<file path="src/rtl/led_display_row_scheduler.sv">
// LED matrix scan sequencer: fetches a row pair, streams it to the PHY, waits
// for the latch, then shows it on the panel's row address/OE for a fixed time.
package led_display_row_scheduler_pkg;
    localparam int GL_NUM_COL_PIXELS = 64;
    typedef logic [3*GL_NUM_COL_PIXELS-1:0] pxl_col_t;
    typedef enum logic [2:0] {
        ST_IDLE, ST_FETCH, ST_WAIT_DATA, ST_WAIT_READY, ST_SHIFT, ST_BLANK, ST_DISPLAY
    } state_t;
endpackage

module led_display_row_scheduler
    import led_display_row_scheduler_pkg::*;
#(
    parameter int SYS_CLK_FREQ   = 100_000_000,
    parameter int NUM_ROW_PAIRS  = 16,
    parameter int ROW_ADDR_W     = 4,
    parameter int DISPLAY_CYCLES = 2048,
    parameter int BLANK_CYCLES   = 4,
    parameter int LATCH_TIMEOUT  = 256
) (
    input  logic                  clk_in,
    input  logic                  n_reset_in,
    input  logic                  enable_in,
    output logic                  fb_rd_en_out,
    output logic [ROW_ADDR_W-1:0] fb_rd_addr_out,
    input  logic                  fb_rd_valid_in,
    input  pxl_col_t              fb_row_top_in,
    input  pxl_col_t              fb_row_bot_in,
    output logic                  phy_row_valid_out,
    output pxl_col_t              phy_row_top_out,
    output pxl_col_t              phy_row_bot_out,
    input  logic                  phy_row_ready_in,
    input  logic                  phy_latch_in,
    output logic [ROW_ADDR_W-1:0] row_addr_out,
    output logic                  oe_n_out,
    output logic                  frame_start_out,
    output logic                  busy_out,
    output logic                  error_out,
    output state_t                state_out
);

    localparam int CNT_MAX =
        (DISPLAY_CYCLES > LATCH_TIMEOUT)
            ? ((DISPLAY_CYCLES > BLANK_CYCLES) ? DISPLAY_CYCLES : BLANK_CYCLES)
            : ((LATCH_TIMEOUT  > BLANK_CYCLES) ? LATCH_TIMEOUT  : BLANK_CYCLES);
    localparam int CNT_W = $clog2(CNT_MAX + 1);

    if (SYS_CLK_FREQ < 1 || DISPLAY_CYCLES < 1 || BLANK_CYCLES < 1 || LATCH_TIMEOUT < 1 ||
        (1 << ROW_ADDR_W) < NUM_ROW_PAIRS) begin : g_param_check
        $error("led_display_row_scheduler: illegal parameter set");
    end

    state_t                state_q, state_d;
    logic [ROW_ADDR_W-1:0] next_row_q, next_row_d;
    logic [CNT_W-1:0]      cnt_q, cnt_d;
    logic [ROW_ADDR_W-1:0] row_addr_d, fb_rd_addr_d;
    logic                  fb_rd_en_d, valid_d, oe_n_d, frame_start_d, busy_d, error_d;
    pxl_col_t              top_d, bot_d;

    assign state_out = state_q;

    // State and every output are registered here; *_d values come from the comb blocks.
    always_ff @(posedge clk_in or negedge n_reset_in) begin
        if (!n_reset_in) begin
            state_q           <= ST_IDLE;
            next_row_q        <= '0;
            cnt_q             <= '0;
            row_addr_out      <= '0;
            oe_n_out          <= 1'b1;
            fb_rd_en_out      <= 1'b0;
            fb_rd_addr_out    <= '0;
            phy_row_valid_out <= 1'b0;
            phy_row_top_out   <= '0;
            phy_row_bot_out   <= '0;
            frame_start_out   <= 1'b0;
            busy_out          <= 1'b0;
            error_out         <= 1'b0;
        end else begin
            state_q           <= state_d;
            next_row_q        <= next_row_d;
            cnt_q             <= cnt_d;
            row_addr_out      <= row_addr_d;
            oe_n_out          <= oe_n_d;
            fb_rd_en_out      <= fb_rd_en_d;
            fb_rd_addr_out    <= fb_rd_addr_d;
            phy_row_valid_out <= valid_d;
            phy_row_top_out   <= top_d;
            phy_row_bot_out   <= bot_d;
            frame_start_out   <= frame_start_d;
            busy_out          <= busy_d;
            error_out         <= error_d;
        end
    end

    always_comb begin
        state_d = state_q;
        case (state_q)
            ST_IDLE:       if (enable_in) state_d = ST_FETCH;
            ST_FETCH:      state_d = ST_WAIT_DATA;
            ST_WAIT_DATA:  if (fb_rd_valid_in) state_d = ST_WAIT_READY;
            ST_WAIT_READY: if (phy_row_ready_in) state_d = ST_SHIFT;
            ST_SHIFT: begin
                if (phy_latch_in)                               state_d = ST_BLANK;
                else if (cnt_q == CNT_W'(LATCH_TIMEOUT - 1))    state_d = ST_IDLE;
            end
            ST_BLANK:      if (cnt_q == CNT_W'(1)) state_d = ST_DISPLAY;
            ST_DISPLAY: begin
                if (cnt_q == CNT_W'(1)) state_d = enable_in ? ST_FETCH : ST_IDLE;
            end
            default:       state_d = ST_IDLE;
        endcase
    end

    // Row stream to the PHY: valid is raised only for the cycle after ready was seen
    // in WAIT_READY, and the row data stays put from capture until the next fetch.
    always_comb begin
        cnt_d      = cnt_q;
        next_row_d = next_row_q;
        row_addr_d = row_addr_out;
        top_d      = phy_row_top_out;
        bot_d      = phy_row_bot_out;
        error_d    = error_out;
        valid_d    = 1'b0;
        case (state_q)
            ST_WAIT_DATA: begin
                if (fb_rd_valid_in) begin
                    top_d = fb_row_top_in;
                    bot_d = fb_row_bot_in;
                end
            end
            ST_WAIT_READY: begin
                if (phy_row_ready_in) begin
                    valid_d = 1'b1;
                    cnt_d   = '0;
                end
            end
            ST_SHIFT: begin
                cnt_d = cnt_q + 1'b1;
                if (phy_latch_in) begin
                    row_addr_d = next_row_q;
                    cnt_d      = CNT_W'(BLANK_CYCLES);
                end else if (cnt_q == CNT_W'(LATCH_TIMEOUT - 1)) begin
                    error_d = 1'b1;
                end
            end
            ST_BLANK: begin
                cnt_d = (cnt_q == CNT_W'(1)) ? CNT_W'(DISPLAY_CYCLES) : cnt_q - 1'b1;
            end
            ST_DISPLAY: begin
                cnt_d = cnt_q - 1'b1;
                if (cnt_q == CNT_W'(1)) begin
                    next_row_d = (next_row_q == ROW_ADDR_W'(NUM_ROW_PAIRS - 1)) ? '0
                                                                             : next_row_q + 1'b1;
                end
            end
            default: ;
        endcase
        fb_rd_en_d    = (state_d == ST_FETCH);
        fb_rd_addr_d  = (state_d == ST_FETCH) ? next_row_d : fb_rd_addr_out;
        frame_start_d = (state_d == ST_FETCH) && (next_row_d == '0);
        oe_n_d        = (state_d != ST_DISPLAY);
        busy_d        = (state_d != ST_IDLE);
    end

endmodule
</file>
<file path="config.mk">
export PLATFORM = sky130hd
export DESIGN_NAME = led_display_row_scheduler
export DESIGN_NICKNAME = d
export VERILOG_FILES = /design/src/rtl/led_display_row_scheduler.sv
export SDC_FILE = /design/constraint.sdc
export NUM_CORES = 1
export LEC_CHECK = 0
export CAP_MARGIN = 20
export CORE_AREA = 8 8 304 306
export CTS_CLUSTER_DIAMETER = 30
export DETAILED_ROUTE_END_ITERATION = 16
export DIE_AREA = 0 0 312 314
export PLACE_DENSITY = 0.45
export SYNTH_ARGS = -nofsm -noshare
export SYNTH_HDL_FRONTEND = slang
export SYNTH_SLANG_ARGS = --single-unit
</file>
<file path="constraint.sdc">
create_clock -name clk_in -period 2.6 [get_ports clk_in]
set_input_delay 0.52 -clock clk_in [delete_from_list [all_inputs] [get_ports clk_in]]
set_output_delay 0.52 -clock clk_in [all_outputs]
set_load 0.01 [all_outputs]
</file>
==> impl_metrics.csv, run 1 <==
group,metric,value,unit
synthesis,synth_top_area_share,64.4,%
place,place.gp.congestion,0.786,
synthesis,yosysWarnings,0,
layout,drive_gt1_share,32.2,%
clock_network,cts_max_path_buffers,3,
clock_network,clk_latency,0.67,ns
clock_network,cts_tree,"yes",
synthesis,ys_async_sr_fraction,100,%
min_path,min_path_type,"input pin to asynchronous set/reset pin",
critical_path,worstPathArrival,1.87,ns
place,dp_hpwl,51000,µm
drt,vias,12400,
timing,rsz0062_at_grt,"no",
synthesis,synth_ff_type,"dfrtp_1",
synthesis,synth_area,16200,µm²
timing,worstMarginPinSlew,0.746,ns
drt,ant_nets,0,
timing,post-route-period-util,92.1,%
critical_path,critPathLaunchType,"flop",
critical_path,cp.required,2.08,ns
synthesis,synth.area.top_cells,"dfrtp_1 64%, mux2_2 27%, buf_2 1.3%",
layout,fin_util,34.3,%
die,die_w,312,µm
die,die_area,98000,µm²
synthesis,ys_top_cells_by_count,"416 x dfrtp_1, 392 x mux2_2, 43 x buf_2",
timing,max_slew_margin,50.3,%
synthesis,syn_avg_cell_area,15.7,µm²
synthesis,yosysTopAreaCell,"dfrtp_1",
clock_network,cts_buffers,117,
grt,grt_pass1_vias,14100,
drt,vias_per_cell,3.85,
drt,finalWirelength,65300,µm
grt,grt-ovfl-total,0,
timing,hold_viol,0,
timing,fin_worst_skew,0.0169,ns
synthesis,synth_edf_count,0,
power_and_ir_drop,total_leakage_power,12.3,nW
synthesis,syn-num-nets,1425,
clock_network,postCtsSetupRepairBufs,0,
timing,min_period,2.39,ns
synthesis,synth-seq-cells,417,
die,top_level_ports,791,
grt,grt_usage,12.8,%
layout,syn2layout_area_growth,85.8,%
timing,setup_viol,0,
drt,first_pass_iters,4,
die,start_util,18.5,%
critical_path,crit_type,"flop to output pin",
clock_network,h-tree-depth,3,
timing,drv_slew,0,
job,max-cap-violations,0,
grt,antenna_found_initial,8,
layout,nets,2331,
power_and_ir_drop,vdd_ir_drop_max,0.000666,V
drt,drc,0,
clock_network,cts-root-buf,"clkbuf_16",
synthesis,syn_inst,1031,
die,coreArea,87600,µm²
timing,tns,0,ns
die,die_y,314,µm
clock_network,clkTransAtPathRegs,0.04,ns
outcome,status,"completed",
power_and_ir_drop,p_per_area,1390,nW/µm²
clock_network,clock_sinks,417,
synthesis,synth.distinct_cells,51,
synthesis,ys_seq_area_share,64.6,%
synthesis,yosysMostFrequentCell,"dfrtp_1",
drt,drt_iter0_markers,398,
grt,grt_max_degree,53,
place,port_buffers,790,
die,rows,109,
drt,wl_per_cell,20.4,µm
critical_path,cp-end-kind,"output pin",
grt,grt_first_pass_wirelength,95500,µm
critical_path,crit_path_max_fanout,9,
timing,max_freq,418,MHz
-- repair_timing --
action	in CTS	in global routing
gates resized for setup	0	1
hold endpoints to repair	36	0
setup endpoints to repair	0	1
hold buffers	1	0
-- metrics by stage --
| step | cells | area [µm²] | hold WS [ns] | power, mW | setup WS (ns) |
|---|---|---|---|---|---|
| floorplan | 1031 | 16200 | 0.224 | 17.7 | 0.535 |
| global placement | 2982 | 25800 | 0.457 | 27.2 | 0.0276 |
| detailed placement | 2982 | 25800 | 0.459 | 27.4 | 0.0364 |
| CTS | 3201 | 30000 | 0.370 | 42.7 | 0.0400 |
| global route | 3206 | 30000 | 0.411 | 44.1 | 0.0593 |
| finish | 3208 | 30000 | 0.416 | 41.9 | 0.207 |
-- layout by cell type, fill, tap and decap left out, types with 2 or more instances in the layout --
cell	n
clkdlybuf4s50_1	789
dfrtp_1	415
mux2_2	392
clkbuf_16	117
buf_4	40
clkbuf_8	27
clkinv_2	24
clkbuf_1	21
nand2_1	20
o21ai_0	16
bufinv_16	16
nor2_1	15
buf_12	14
a21oi_1	12
nand2b_1	11
nand3_1	10
a221oi_1	8
diode_2	7
nor3_1	7
nor2b_1	6
a31oi_1	6
clkinvlp_4	6
inv_1	5
nand4_1	4
ha_1	4
and3_1	3
clkinv_16	3
nor3_2	2
and4_1	2
xnor2_1	2
and2_1	2
nand3b_1	2
a32oi_1	2
mux2i_1	2
inv_6	2
inv_16	2
-- cells by family after synthesis --
family                   Yosys count  share of synthesized area, %
buffers and inverters             63                          1.94
multiplexers                     395                          27.5
adder cells (fa/ha/maj)            4                         0.310
AND/OR/NAND/NOR                   95                          3.34
XOR/XNOR                           3                         0.163
AO/OA/AOI/OAI                     54                          2.14
flip-flops                       417                          64.6
-- routing by layer --
| metal | wire length [µm] | track usage [%] |
|---|---|---|
| met1 | 22400 | 12.8 |
| met2 | 34500 | 22.9 |
| met3 | 6500 | 6.21 |
| met4 | 1870 | 5.26 |
| met5 | 13 | 0 |
-- critical path, cell delays in order (launching register included) --
cell	delay, ns
dfrtp_2	0.43
buf_4	0.17
clkdlybuf4s50_1	0.60
-- power by group --
| group | leakage (nW) | switching, mW | internal [mW] |
|---|---|---|---|
| Sequential | 4.99 | 1.88 | 9.76 |
| Clock | 2.04 | 4.32 | 10.5 |
| Combinational | 5.22 | 6.10 | 9.28 |
-- worst paths after layout --
path | start | end | slack [ns] | cells past startpoint
worst max-delay path | state_out[0] | state_out[0] | 0.21 | 2
worst min-delay path | n_reset_in | cnt_q[11] | 0.42 | 2
worst max register to register | cnt_q[9] | fb_rd_addr_out[0] | 0.34 | 5
worst min register to register | error_out | error_out | 0.46 | 1
max in group asynchronous | n_reset_in | phy_row_top_out[97] | 1.31 | 3
min in group clk_in | fb_row_top_in[31] | phy_row_top_out[31] | 0.45 | 2
-- state kept, by name (all words and copies together) (netlist names) --
signal and flops:
phy_row_top_out 192, next_row_q 4, fb_rd_addr_out 4, phy_row_valid_out 1, row_addr_out 4, phy_row_bot_out 192
state_out 3, oe_n_out 1, frame_start_out 1, busy_out 1, error_out 1, cnt_q 12
fb_rd_en_out 1
-- layout make-up --
class                   count  area [µm²]
diodes                      7        17.5
well taps                1165        1460
flip-flops and latches    417       10400
fillers                  8544       57500
clock buffers             165        3380
inverters                   5        18.8
clock inverters            53         793
multi-input cells         551        5420
repair buffers            845        8500
(Power assumes the default switching activity.)
==> inputs of run 2 (changes only) <==
CORE_AREA = 2 2 307 309   (was 8 8 304 306)
DIE_AREA = 0 0 309 311   (was 0 0 312 314)
PLACE_DENSITY = 0.43   (was 0.45)
==> run 2 against run 1 <==
  * Sequential share of layout area decreased by 0.11 points
  * Core utilization down 1.8 points
  * Sequential power about the same
  * Flip-flop and latch count unchanged
  * Combinational power hardly changed
  * Count of clock-buffer cells in the layout shrank 2
  * Critical endpoint is now state_out[2]
  * Largest power group unchanged
==> impl_metrics.csv, run 2 (same netlist as run 1, synthesis figures left out) <==
group,metric,value,unit
min_path,hp-start,"error_out",
min_path,hold_depth,1,
timing,whs,0.463,ns
drt,drc,0,
critical_path,max_stage_delay,0.59,ns
layout,mostFrequentLayoutCells,"789 x clkdlybuf4s50_1, 415 x dfrtp_1, 392 x mux2_2",
place,dp_hpwl,46900,µm
critical_path,cp_cell_sequence,"buf_4 > clkdlybuf4s50_1",
layout,syn2layout_area_growth,86.4,%
critical_path,critPathLaunchType,"flop",
timing,post-route-period-util,93.4,%
critical_path,slowest_stage,"clkdlybuf4s50_1",
timing,hold_viol,0,
clock_network,postCtsSetupRepairBufs,0,
timing,fin_worst_skew,0.0112,ns
drt,drt_iter0_markers,395,
critical_path,worstPathArrival,1.91,ns
layout,seqCellArea,10400,µm²
layout,nets,2341,
power_and_ir_drop,p_per_area,1380,nW/µm²
grt,grt-ovfl-total,0,
timing,max_freq,412,MHz
place,port_buffers,790,
timing,rsz0062_at_grt,"no",
power_and_ir_drop,total_leakage_power,12.3,nW
clock_network,cts_buffers,120,
die,coreArea,92800,µm²
place,pre_cts_slack,-0.0347,ns
min_path,worst_hold_path.endpoint,"error_out",
critical_path,r2r_setup_slack,0.33,ns
layout,fillCellCount,9245,
grt,grt_max_degree,64,
clock_network,cts-root-buf,"clkbuf_16",
drt,vias_per_cell,3.75,
die,rows,112,
clock_network,clock_sinks,417,
grt,antenna_found_initial,5,
die,start_util,17.4,%
grt,grt_usage,12.5,%
drt,wl_per_cell,18.6,µm
timing,drv_slew,0,
job,max-cap-violations,0,
drt,finalWirelength,61300,µm
clock_network,h-tree-depth,3,
clock_network,cts_max_path_buffers,3,
min_path,min_path_type,"flop to flop",
critical_path,r2r_cells,6,
timing,min_period,2.43,ns
die,die_y,311,µm
drt,ant_nets,0,
timing,max_slew_margin,46.9,%
place,place.gp.congestion,0.776,
layout,fin_util,32.5,%
critical_path,cp.required,2.08,ns
clock_network,clkTransAtPathRegs,0.04,ns
grt,grt_first_pass_wirelength,90000,µm
layout,drive_gt1_share,32.5,%
critical_path,worstReg2RegEnd,"fb_rd_addr_out[0]",
die,die_area,96100,µm²
clock_network,cts_tree,"yes",
critical_path,crit_type,"flop to output pin",
grt,grt_pass1_vias,13900,
critical_path,timing.rr.start,"cnt_q[0]",
critical_path,cp-end-kind,"output pin",
die,top_level_ports,791,
outcome,status,"completed",
layout,multi_input_area,5420,µm²
critical_path,crit_path_max_fanout,10,
power_and_ir_drop,vdd_ir_drop_max,0.000761,V
drt,first_pass_iters,6,
timing,timing.final.ws_setup,0.172,ns
layout,layout_commonest_cell,"clkdlybuf4s50_1",
drt,vias,12400,
timing,setup_viol,0,
layout,reg.largest.list,"phy_row_bot_out x192, phy_row_top_out x192, cnt_q x12",
die,die_w,309,µm
clock_network,clk_latency,0.65,ns
timing,worstMarginPinSlew,0.797,ns
-- run 2: what timing repair did --
item,CTS,global route
endpoints found under the hold margin,43,0
hold buffers,1,0
gates resized for setup,0,1
endpoints found under the setup margin,0,1
-- run 2: power breakdown --
group          leakage [nW]  total (mW)  internal (mW)  switching, mW
clock network          2.02        14.6           10.4           4.22
registers              4.99        11.6           9.76           1.88
logic                  5.27        15.2           9.30           5.92
-- run 2: metal layers --
layer	vias to the layer above	global-route usage (%)	wire [µm]
met5	-	0	22
met4	4	4.45	1760
met3	121	5.37	5600
met2	529	22.7	32500
met1	6148	12.6	21500
li1	5582	-	-
-- run 2: layout make-up --
| cell class | instances | share of cell area [%] |
|---|---|---|
| Multi-Input combinational cell | 551 | 18.0 |
| Clock buffer | 163 | 11.3 |
| Tap cell | 1254 | 5.21 |
| Clock inverter | 56 | 2.31 |
| Timing Repair Buffer | 852 | 28.5 |
| Inverter | 5 | 0.0623 |
| Sequential cell | 417 | 34.7 |
| Antenna cell | 1 | 0.00831 |
-- run 2: through the flow --
stage | power [mW] | cell area (µm²) | setup TNS, ns | cells
2_1_floorplan | 17.7 | 16200 | 0 | 1031
3_3_place_gp | 27.0 | 26000 | -0.729 | 3078
4_1_cts | 42.2 | 30100 | 0 | 3298
5_1_grt | 43.7 | 30100 | 0 | 3299
6_report | 41.4 | 30100 | 0 | 3299
3_5_place_dp | 27.2 | 26000 | -0.934 | 3078
-- run 2: worst max-delay path, delay by kind of cell, from the launching register on --
family | cells | cell delay, ns
flip-flops | 1 | 0.46
buffers and inverters | 2 | 0.80
-- run 2: worst max-delay path by stage --
stage / endpoint / slack (ns) / start / cells after the start
after floorplan: fb_rd_addr_out[0] / 0.53 / cnt_q[4] / 7
after global placement: phy_row_top_out[88] / -0.03 / fb_rd_valid_in / 6
after detailed placement: phy_row_top_out[105] / -0.03 / fb_rd_valid_in / 6
after CTS: state_out[0] / 0.01 / state_out[0] / 2
after global routing: state_out[2] / 0.05 / state_out[2] / 2
final: state_out[2] / 0.17 / state_out[2] / 2
==> inputs of run 3 (changes only) <==
CORE_AREA = 2 2 308 310   (was 2 2 307 309)
DIE_AREA = 0 0 310 312   (was 0 0 309 311)
PLACE_DENSITY = default   (was 0.43)
PLACE_DENSITY_LB_ADDON = 0.1   (was default)
==> run 3 against run 2 <==
  * Worst setup slack better by 0.017 ns
  * Flip-flop and latch count stayed put
  * Sequential power hardly changed
  * Wire length is 10% higher
  * Count of clock-buffer cells in the layout is 41 higher
  * Critical path type unchanged
  * Highest routed layer unchanged
==> impl_metrics.csv, run 3 (same netlist as run 1, synthesis figures left out) <==
group,metric,value,unit
power_and_ir_drop,vdd_ir_drop_max,0.000638,V
grt,use_met1,13.0,%
layout,drive_gt1_share,33.6,%
grt,grt_pass1_vias,14000,
critical_path,cp_top_family,"buffers and inverters",
power_and_ir_drop,p_per_area,1440,nW/µm²
drt,vias,12500,
layout,fillCellCount,9261,
grt,grt_busiest_layer,"met2",
layout,mostFrequentLayoutCells,"789 x clkdlybuf4s50_1, 415 x dfrtp_1, 392 x mux2_2",
layout,reg.largest.list,"phy_row_bot_out x192, phy_row_top_out x192, cnt_q x12",
die,top_level_ports,791,
timing,post-route-period-util,92.7,%
clock_network,clk_latency,0.70,ns
clock_network,cts-root-buf,"clkbuf_16",
die,die_y,312,µm
clock_network,cts_buffers,145,
grt,antenna_found_initial,7,
die,die_area,96700,µm²
layout,stdcell_count,3336,
critical_path,cp-end-kind,"output pin",
timing,max_slew_margin,49.3,%
drt,ant_nets,0,
drt,wl_per_cell,20.3,µm
place,dp_hpwl,51500,µm
timing,tns,0,ns
grt,use_met2,25.3,%
timing,fin_worst_skew,0.0197,ns
critical_path,worstPathArrival,1.89,ns
power_and_ir_drop,total_leakage_power,12.7,nW
drt,drt_iter0_markers,321,
critical_path,max_stage_delay,0.56,ns
grt,use_met3,6.60,%
critical_path,critPathLaunchType,"flop",
clock_network,clkTransAtPathRegs,0.04,ns
drt,vias_per_cell,3.75,
die,coreArea,93000,µm²
timing,whs,0.374,ns
grt,grt_first_pass_wirelength,96700,µm
grt,grt-ovfl-total,0,
timing,hold_viol,0,
critical_path,crit_path_max_fanout,11,
drt,finalWirelength,67700,µm
clock_network,cts_tree,"yes",
min_path,min_path_type,"input pin to asynchronous set/reset pin",
timing,worstMarginPinSlew,0.761,ns
die,rows,112,
critical_path,cp.required,2.08,ns
critical_path,slowest_stage,"clkdlybuf4s50_1",
timing,rsz0062_at_grt,"no",
timing,max_freq,415,MHz
place,dp_cells,3067,
clock_network,cts_max_path_buffers,3,
critical_path,crit_buf_inv,2,
clock_network,clock_sinks,417,
place,port_buffers,790,
outcome,status,"completed",
layout,nets,2355,
critical_path,cp_cell_sequence,"buf_4 > clkdlybuf4s50_1",
job,max-cap-violations,0,
die,start_util,17.4,%
die,die_w,310,µm
drt,drc,0,
timing,drv_slew,0,
timing,setup_viol,0,
place,place.gp.congestion,0.769,
layout,layout_commonest_cell,"clkdlybuf4s50_1",
drt,first_pass_iters,4,
clock_network,h-tree-depth,4,
timing,min_period,2.41,ns
grt,grt_max_degree,69,
layout,syn2layout_area_growth,91.6,%
critical_path,crit_type,"flop to output pin",
grt,grt_usage,13.8,%
## run 3: cell count changes in the layout (fill, tap and decap cells not counted), sizes merged, moves of 3 or more
cell and change:
buf -11, clkbuf +41, clkinv +3, diode +3
## run 3: final timing paths
kind	start	slack, ns	end	cells past startpoint
setup / recovery	state_out[1]	0.19	state_out[1]	2
hold / removal	n_reset_in	0.37	phy_row_top_out[100]	2
setup reg to reg	cnt_q[0]	0.34	busy_out	7
hold reg to reg	error_out	0.46	error_out	1
max in group asynchronous	n_reset_in	1.36	phy_row_bot_out[33]	3
min in group clk_in	fb_row_bot_in[49]	0.43	phy_row_bot_out[49]	2
## run 3: layout make-up
class                   count  area, µm²  area share [%]
clock inverters            60        747            2.41
multi-input cells         551       5420            17.5
clock buffers             204       4280            13.8
well taps                1254       1570            5.07
repair buffers            841       8490            27.4
inverters                   5       18.8          0.0606
diodes                      4       10.0          0.0323
flip-flops and latches    417      10400            33.7
## run 3: layer usage
| metal | vias to the layer above | routed length [µm] |
|---|---|---|
| li1 | 5631 | - |
| met3 | 121 | 6710 |
| met1 | 6246 | 22400 |
| met2 | 515 | 36800 |
| met5 | - | 38 |
| met4 | 6 | 1720 |
## run 3: through the flow
| step | cell area [µm²] | util [%] | worst slack, ns | total power, mW |
|---|---|---|---|---|
| final | 31000 | 33.3 | 0.189 | 44.5 |
| after global routing | 31000 | 33.3 | 0.0965 | 46.8 |
| after CTS | 30900 | 33.3 | 0.112 | 45.4 |
| after detailed placement | 25900 | 27.9 | 0.130 | 27.4 |
| after global placement | 25900 | 27.9 | 0.127 | 27.3 |
| after floorplan | 16200 | - | 0.535 | 17.7 |
## run 3: where the power goes
group | total (mW) | switching [mW] | internal [mW]
sequential | 11.5 | 1.77 | 9.76
combinational | 15.5 | 6.24 | 9.26
clock | 17.5 | 4.92 | 12.6
total | 44.5 | 12.9 | 31.6
## run 3: what timing repair did
item / CTS / global route
gates resized for setup: 1 / 0
hold endpoints to repair: 38 / 0
hold buffers: 1 / 0
endpoints found under the setup margin: 1 / 0
setup buffers: 0 / 0
==> RTL change (config.mk and constraints of run 2) <==
The parameter `ROW_ADDR_W` goes from 4 to 6.
--- a/src/rtl/led_display_row_scheduler.sv
+++ b/src/rtl/led_display_row_scheduler.sv
@@ -15,3 +15,3 @@
     parameter int NUM_ROW_PAIRS  = 16,
-    parameter int ROW_ADDR_W     = 4,
+    parameter int ROW_ADDR_W     = 6,
     parameter int DISPLAY_CYCLES = 2048,
Ports: changed (resized fb_rd_addr_out and row_addr_out); port bits go from 791 to 795. No check against the original RTL was run, so the function may have changed too.
==> RTL change against run 2 <==
- synthesized area up 1.7%
- non-clock buffer count is 15 lower
- worst hold slack worse by 180 ps
- final cell count increased by 0.48%
- total power increased by 3.2%
- routed wire length rose by 2.7%
- maximum frequency hardly changed
- design area rose by 1.5%
- clock skew up 9.0 ps
- sequential cell count increased by 6
- setup slack gained 1.5 ps
==> RTL change: results (changes against run 2) <==
synth_xor_area_share_pct: 0.267  # +0.10 points
synth-compound-area-share_pct: 2.45  # +0.31 points
ant_nets: 0  # unchanged
viasPerCell: 3.80  # +1.1%
outcome: "finished clean"
place.gp.congestion: 0.785  # +1.1%
routedWlPerCell_microns: 19.0  # +2.3%
grt_use_total_pct: 12.9  # +0.42 points
dp_cells: 3083  # +0.16%
firstDrtPassIters: 8  # +2
reg2reg_slack_ps: 250  # -80 ps
ys.warnings.count: 0  # unchanged
grt_pass1_vias: 13900  # +0.58%
reg2reg_depth: 8  # +2
synth_top_cells_by_area: "dfrtp_1 (64%), mux2_2 (27%), buf_2 (1.3%)"
synth-seq-area-share_pct: 64.4  # -0.15 points
grt_max_degree: 84  # +31%
cts_made_buffers: 131  # +9.2%
reg2reg_from: "cnt_q[1]"
wl_microns: 63000  # +2.7%
final_layout_size_suffix_gt1_share_pct: 32.1  # -0.35 points
ys_types: 58  # +14%
clkLatencyLatePin_ps: 700  # +50 ps
placed_cell_area_sq_um: 26200  # +0.55%
yosys-top-cells-count: "dfrtp_1 (422), mux2_2 (397), buf_2 (43)"
synthAdderAreaFrac_pct: 0.305  # -0.0051 points
io_buffers: 794  # +0.51%
drt_iter0_markers: 398  # +0.76%
r2r-end: "cnt_q[7]"
hold_ws_ps: 287  # -176 ps
grt_pass1_wl_microns: 91900  # +2.1%
antenna_found_initial: 9  # +4
ir_drop_v: 0.000574  # -25%
slew_headroom_pct: 52.6  # +5.7 points
preCtsSetupSlack_ps: 132  # +166 ps
fin_crit_sh_pct: 93.3  # about the same
## RTL change: cell count changes after synthesis, sizes merged, moves of 3 or more
cell and delta:
nor2b -4, dfrtp +6, nor3 +6, o211ai +3, mux2 +4, a221oi -7, a31oi -3, a21oi -4
and3 +3, nand2b -9, a21o +5
## RTL change: layout make-up
| cell class | count | share of cell area (%) |
|---|---|---|
| antenna | 4 | 0.0328 |
| clock buffer | 178 | 12.2 |
| clock inverter | 49 | 2.14 |
| inverter | 7 | 0.0860 |
| multi-input combinational | 563 | 18.1 |
| sequential | 423 | 34.6 |
| tap | 1254 | 5.13 |
| timing repair buffer | 837 | 27.6 |
## RTL change: layer usage
| layer | track usage [%] | share of wire (%) | up-vias | routed length (microns) |
|---|---|---|---|---|
| met4 | 5.68 | 2.8 | 2 | 1780 |
| li1 | - | - | 5657 | - |
| met5 | 0 | 0.019 | - | 12 |
| met2 | 22.4 | 52 | 598 | 32600 |
| met1 | 13.0 | 35 | 6207 | 22100 |
| met3 | 6.35 | 10 | 121 | 6620 |
